**config.mk**
```make
export PLATFORM = sky130hd
export DESIGN_NAME = conv_tile_scheduler
export DESIGN_NICKNAME = d
export VERILOG_FILES = /design/src/rtl/conv_tile_scheduler_pkg.sv /design/src/rtl/sched_cycle_cnt.sv /design/src/rtl/conv_tile_scheduler.sv
export SDC_FILE = /design/constraint.sdc
export NUM_CORES = 1
export LEC_CHECK = 0
export CORE_MARGIN = 2
export CORE_UTILIZATION = 45
export DETAILED_ROUTE_END_ITERATION = 7
export PLACE_DENSITY_LB_ADDON = 0.2
export SYNTH_ARGS = -nofsm -noshare
export SYNTH_HDL_FRONTEND = slang
export SYNTH_HIERARCHICAL = 1
export SYNTH_SLANG_ARGS = --single-unit
```
**constraint.sdc**
```tcl
create_clock -name clk_i -period 2.2 [get_ports clk_i]
set_input_delay 0.44 -clock clk_i [delete_from_list [all_inputs] [get_ports clk_i]]
set_output_delay 0.44 -clock clk_i [all_outputs]
set_load 0.02 [all_outputs]
```
**src/rtl/conv_tile_scheduler_pkg.sv**
```systemverilog
// Shared definitions for the convolution tile scheduler: FSM state type,
// default drain length, counter widths and the saturating-increment helper.
package conv_tile_scheduler_pkg;

  typedef enum logic [2:0] {
    IDLE   = 3'd0,
    LOAD_W = 3'd1,
    STREAM = 3'd2,
    DRAIN  = 3'd3,
    WB     = 3'd4,
    DONE   = 3'd5
  } sched_state_e;

  localparam int DRAIN_CYC_DEF = 16;
  localparam int DRAIN_CNT_W   = 10;
  localparam int PERF_W        = 32;

  // Performance counters stick at all-ones instead of wrapping.
  function automatic logic [PERF_W-1:0] sat_inc(input logic [PERF_W-1:0] v);
    return (&v) ? v : v + 32'd1;
  endfunction

endpackage

```
**src/rtl/sched_cycle_cnt.sv**
```systemverilog
// Loadable down-counter with zero flag; times the systolic drain phase.
module sched_cycle_cnt
  import conv_tile_scheduler_pkg::*;
#(
  parameter int WIDTH = DRAIN_CNT_W
) (
  input  logic             clk_i,
  input  logic             rst_sync_i,
  input  logic             load_i,
  input  logic [WIDTH-1:0] load_val_i,
  input  logic             dec_i,
  output logic             zero_o
);

  localparam logic [WIDTH-1:0] ONE = WIDTH'(1);

  logic [WIDTH-1:0] count_r;

  // Load takes priority over decrement; the count never wraps below zero.
  always_ff @(posedge clk_i) begin
    if (rst_sync_i) begin
      count_r <= {WIDTH{1'b0}};
    end else if (load_i) begin
      count_r <= load_val_i;
    end else if (dec_i && (count_r != {WIDTH{1'b0}})) begin
      count_r <= count_r - ONE;
    end else begin
      count_r <= count_r;
    end
  end

  assign zero_o = (count_r == {WIDTH{1'b0}});

endmodule

```
**src/rtl/conv_tile_scheduler.sv**
```systemverilog
// Per-layer tile sequencer: load weights, stream patches, drain, write back.
// Optional cycle counters are compiled in with CONV_SCHED_PERF_EN.
module conv_tile_scheduler
  import conv_tile_scheduler_pkg::*;
#(
  parameter int NUM_TILES = 4,
  parameter int DRAIN_CYC = DRAIN_CYC_DEF
) (
  input  logic                         clk_i,
  input  logic                         rst_sync_i,
  input  logic                         start_i,
  output logic                         busy_o,
  output logic                         done_o,
  output logic [$clog2(NUM_TILES):0]   tile_idx_o,
  output logic                         wt_load_req_o,
  input  logic                         wt_load_done_i,
  input  logic                         sa_ready_i,
  output logic                         img_start_o,
  input  logic                         img_last_i,
  output logic                         wb_req_o,
  input  logic                         wb_done_i
`ifdef CONV_SCHED_PERF_EN
  ,
  output logic [PERF_W-1:0]            perf_busy_cyc_o,
  output logic [PERF_W-1:0]            perf_stall_cyc_o
`endif
);

  localparam int TW = $clog2(NUM_TILES) + 1;
  localparam logic [TW-1:0]          LAST_TILE  = TW'(NUM_TILES - 1);
  localparam logic [DRAIN_CNT_W-1:0] DRAIN_LOAD = DRAIN_CNT_W'(DRAIN_CYC - 1);

  sched_state_e  state_r;
  sched_state_e  state_nxt_s;
  logic [TW-1:0] tile_r;
  logic          issued_r;
  logic          start_acc_s;
  logic          pulse_s;
  logic          cnt_load_s;
  logic          cnt_dec_s;
  logic          cnt_zero_s;

  assign start_acc_s = (state_r == IDLE) && start_i;
  assign pulse_s     = (state_r == STREAM) && !issued_r && sa_ready_i;
  assign cnt_load_s  = (state_r == STREAM) && (state_nxt_s == DRAIN);
  assign cnt_dec_s   = (state_r == DRAIN);

  sched_cycle_cnt #(.WIDTH(DRAIN_CNT_W)) u_drain_cnt (
    .clk_i      (clk_i),
    .rst_sync_i (rst_sync_i),
    .load_i     (cnt_load_s),
    .load_val_i (DRAIN_LOAD),
    .dec_i      (cnt_dec_s),
    .zero_o     (cnt_zero_s)
  );

  // State register.
  always_ff @(posedge clk_i) begin
    if (rst_sync_i) begin
      state_r <= IDLE;
    end else begin
      state_r <= state_nxt_s;
    end
  end

  // Next-state logic; each state only looks at the handshake it owns.
  always_comb begin
    state_nxt_s = state_r;
    case (state_r)
      IDLE:    if (start_i)                  state_nxt_s = LOAD_W; else state_nxt_s = IDLE;
      LOAD_W:  if (wt_load_done_i)           state_nxt_s = STREAM; else state_nxt_s = LOAD_W;
      STREAM:  if (issued_r && img_last_i)   state_nxt_s = DRAIN;  else state_nxt_s = STREAM;
      DRAIN:   if (cnt_zero_s)               state_nxt_s = WB;     else state_nxt_s = DRAIN;
      WB: begin
        if (!wb_done_i)                 state_nxt_s = WB;
        else if (tile_r < LAST_TILE)    state_nxt_s = LOAD_W;
        else                            state_nxt_s = DONE;
      end
      DONE:    state_nxt_s = IDLE;
      default: state_nxt_s = IDLE;
    endcase
  end

  // Tile index and per-tile issued flag.
  always_ff @(posedge clk_i) begin
    if (rst_sync_i) begin
      tile_r   <= {TW{1'b0}};
      issued_r <= 1'b0;
    end else begin
      if (start_acc_s) begin
        tile_r <= {TW{1'b0}};
      end else if ((state_r == WB) && wb_done_i && (tile_r < LAST_TILE)) begin
        tile_r <= tile_r + TW'(1);
      end else begin
        tile_r <= tile_r;
      end
      if (pulse_s) begin
        issued_r <= 1'b1;
      end else if (state_r != STREAM) begin
        issued_r <= 1'b0;
      end else begin
        issued_r <= issued_r;
      end
    end
  end

  // Output decode; everything is held low while reset is applied.
  always_comb begin
    busy_o        = 1'b0;
    done_o        = 1'b0;
    wt_load_req_o = 1'b0;
    img_start_o   = 1'b0;
    wb_req_o      = 1'b0;
    tile_idx_o    = {TW{1'b0}};
    if (rst_sync_i) begin
      tile_idx_o = {TW{1'b0}};
    end else begin
      busy_o        = (state_r != IDLE);
      done_o        = (state_r == DONE);
      wt_load_req_o = (state_r == LOAD_W);
      img_start_o   = pulse_s;
      wb_req_o      = (state_r == WB);
      tile_idx_o    = tile_r;
    end
  end

`ifdef CONV_SCHED_PERF_EN
  logic [PERF_W-1:0] perf_busy_r;
  logic [PERF_W-1:0] perf_stall_r;

  // Busy and pre-issue stall cycle counters, cleared by each accepted start.
  always_ff @(posedge clk_i) begin
    if (rst_sync_i || start_acc_s) begin
      perf_busy_r  <= {PERF_W{1'b0}};
      perf_stall_r <= {PERF_W{1'b0}};
    end else begin
      if (state_r != IDLE) begin
        perf_busy_r <= sat_inc(perf_busy_r);
      end else begin
        perf_busy_r <= perf_busy_r;
      end
      if ((state_r == STREAM) && !issued_r && !sa_ready_i) begin
        perf_stall_r <= sat_inc(perf_stall_r);
      end else begin
        perf_stall_r <= perf_stall_r;
      end
    end
  end

  assign perf_busy_cyc_o  = rst_sync_i ? {PERF_W{1'b0}} : perf_busy_r;
  assign perf_stall_cyc_o = rst_sync_i ? {PERF_W{1'b0}} : perf_stall_r;
`else
  // No performance counters in this build.
`endif

endmodule

```
==> summary.txt <==
Floorplan
  – Die W: 53.2 um
  – I/O pin cnt: 15
  – Total die area: 2830 um^2
  – Die Y: 53.2 um
  – Core region area: 2250 um^2
  – Initial Utilization: 48.3%
  – Rows: 17

Global route
  – Vias in the first global route: 955
  – Total GRT Usage: 20.1%
  – Grt total ovfl: 0
  – Initial antenna violation count: 0
  – Largest net degree at the start of global routing: 15
  – First-pass GRT wire length: 4.11 mm

Yosys
  – Mapped Area: 1090 um^2
  – Avg Inst Size Synth: 8.38 um^2
  – Synth unique cells: 47
  – Synthesized netlist cell count: 130
  – Yosys warns: 6
  – Fraction of registers with async set/reset: 0%
  – Main synth FF type: dfxtp_1
  – Register area share after synthesis: 31.2%
  – Post-synthesis register bit count: 17
  – Number of synthesized flops with an enable pin: 0

STA
  – Max-slew violations: 0
  – Worst Skew: 2.16 ps
  – Final Cycle Share: 95.0%
  – RSZ-0062 raised after global routing: false
  – Minimum clock period: 2090 ps
  – Hold slack: 513 ps
  – Number of hold violations in the final report: 0
  – Final TNS setup: 0 ps
  – Maximum clock frequency: 478 MHz
  – Endpoints failing setup: 0
  – Final worst setup slack: 110 ps

Setup path
  – Cells on worst reg2reg path: 7
  – Cell Chain, Critical Path: clkdlybuf4s50_1, buf_4, nor2_1, and3_1, dlygate4sd2_1
  – Reg2reg setup slack: 170 ps
  – Reg2Reg Launch Point: u_drain_cnt/count_r[0]$_SDFFE_PP0P_
  – Worst-path fanout max: 4
  – Crit path capture type: primary output
  – Reg-to-reg endpoint: state_r[0]$_SDFF_PP0_
  – Slowest stage delay, CP: 550 ps
  – CP max stage cell: clkdlybuf4s50_1
  – CP required: 1760 ps
  – Crit Path Class: in -> out
  – Worst EP arrival: 1650 ps
  – Worst Setup Start Kind: input pin

Detailed routing
  – DRC errors left: 0
  – DRT Pass-1 Iters: 4
  – Via/cell ratio: 5.59
  – Initial DRC count: 14
  – Drt total wl: 2.42 mm
  – Via total after detailed routing: 1028
  – ANT nets after route: 0
  – DR WL/cell: 13.2 um

Clock tree
  – Number of CTS-inserted buffers: 3
  – # Post-CTS Setup Buffers: 0
  – Clk_lat worst skew: 290 ps
  – Post-CTS Hold Fix Bufs: 0
  – CTS tree: done
  – Clk buf depth: 2
  – Htree depth: 1
  – Clock sinks: 17
  – Reg clk slew, reported paths: 110 ps
  – Clock root cell: clkbuf_4
  – Post-cts resize count: 8

Power
  – Largest vdd supply drop: 0.278 mV
  – Leakage: 0.527 nW
  – PwrDens: 427 nW/um^2

Cells and area
  – Fin util: 59.7%
  – Commonest cells after routing, fill and taps aside: dfxtp_1 (16), nor2_1 (14), conb_1 (10)
  – Share of layout cells above drive strength 1: 15.4%
  – Post-route insts no fill: 184
  – Nets: 166
  – Number of inserted diodes: 0
  – Commonest non-fill, non-tap cell in the layout: dfxtp_1
  – Layout area overhead: 23.4%

Flow run
  – Number of max-cap violations: 0

Placed design
  – Pre-CTS setup slack: -143 ps
  – Post-Place Cells: 180
  – GP Congestion: 0.791
  – HPWL after detailed placement: 1.81 mm
  – Number of port buffers: 14

Min path
  – Min-Delay Endpoint: tile_r[2]$_SDFFE_PP0P_
  – Hold Crit Start: tile_r[2]$_SDFFE_PP0P_
  – Hold path cells: 2
  – Min-delay worst type: reg -> reg

Outcome
  – Status: completed
==> Yosys cell counts, drive strengths merged (3+ instances only) <==
library cell	count	area [um^2]
nor2b	3	18.8
inv	8	30.0
a211oi	3	27.5
o21ai	3	15.0
a21oi	9	45.0
a221oi	3	26.3
dfxtp	17	340
or3	4	25.0
nand3	3	15.0
nor4b	3	26.3
nor2	14	52.6
mux2i	3	30.0
clkbuf	7	26.3
nand2	5	18.8
nor3b	3	27.5
nor3	6	35.0
o31ai	4	43.8
==> flip-flops by register name, summed over array words and instances, names as in the netlist <==
name / cells
u_drain_cnt/count_r: 10
issued_r: 1
tile_r: 3
state_r: 3
==> through the flow <==
| stage | power (mW) | cell area [um^2] |
|---|---|---|
| floorplan | 0.371 | 1120 |
| global placement | 0.404 | 1320 |
| detailed placement | 0.407 | 1320 |
| CTS | 0.574 | 1340 |
| global route | 0.607 | 1350 |
| finish | 0.574 | 1350 |
==> worst max-delay path: cells and delay by family <==
kind,cells,cell delay (ps)
buf+inv,3,1010
simple gates,2,190
==> metal layers <==
metal / wire length (um) / vias to the layer above / GRT usage (%)
li1: - / 524 / -
met1: 1100 / 480 / 24.4
met2: 1210 / 22 / 33.5
met3: 99 / 2 / 5.65
met4: 12 / 0 / 7.26
met5: 0 / - / 0
==> worst max-delay path by stage <==
stage,start,endpoint,slack (ps),cells after the start
floorplan,state_r[1]$_SDFF_PP0_,u_drain_cnt/count_r[5]$_SDFFE_PP0P_,290,6
global placement,rst_sync_i,img_start_o,-150,5
detailed placement,rst_sync_i,wt_load_req_o,-140,3
CTS,rst_sync_i,img_start_o,100,5
global route,state_r[2]$_SDFF_PP0_,wb_req_o,30,3
finish,rst_sync_i,img_start_o,110,5
==> final cells by class <==
class,instances,area [um^2]
fill,224,910
multi-input combinational,106,729
sequential,17,342
timing repair buffer,21,183
tap,28,35.0
inverter,8,30.0
clock buffer,4,26.3
==> where the power goes <==
part           internal (mW)  total, mW  switching [mW]
registers              0.312      0.323          0.0105
logic                 0.0381     0.0762          0.0381
clock network         0.0705      0.175           0.104
==> cell families after synthesis <==
logic type | count (synthesis) | synth area share [%]
AOI/OAI and AO/OA | 30 | 21.5
xor gates and xnor gates | 1 | 0.804
adders and majority gates | 2 | 2.30
buffers and inverters | 15 | 5.17
DFF | 17 | 31.2
muxes | 4 | 3.79
other | 2 | 0.689
and+or+nand+nor | 59 | 34.6
Note: power is estimated with default switching activity, not from simulation.
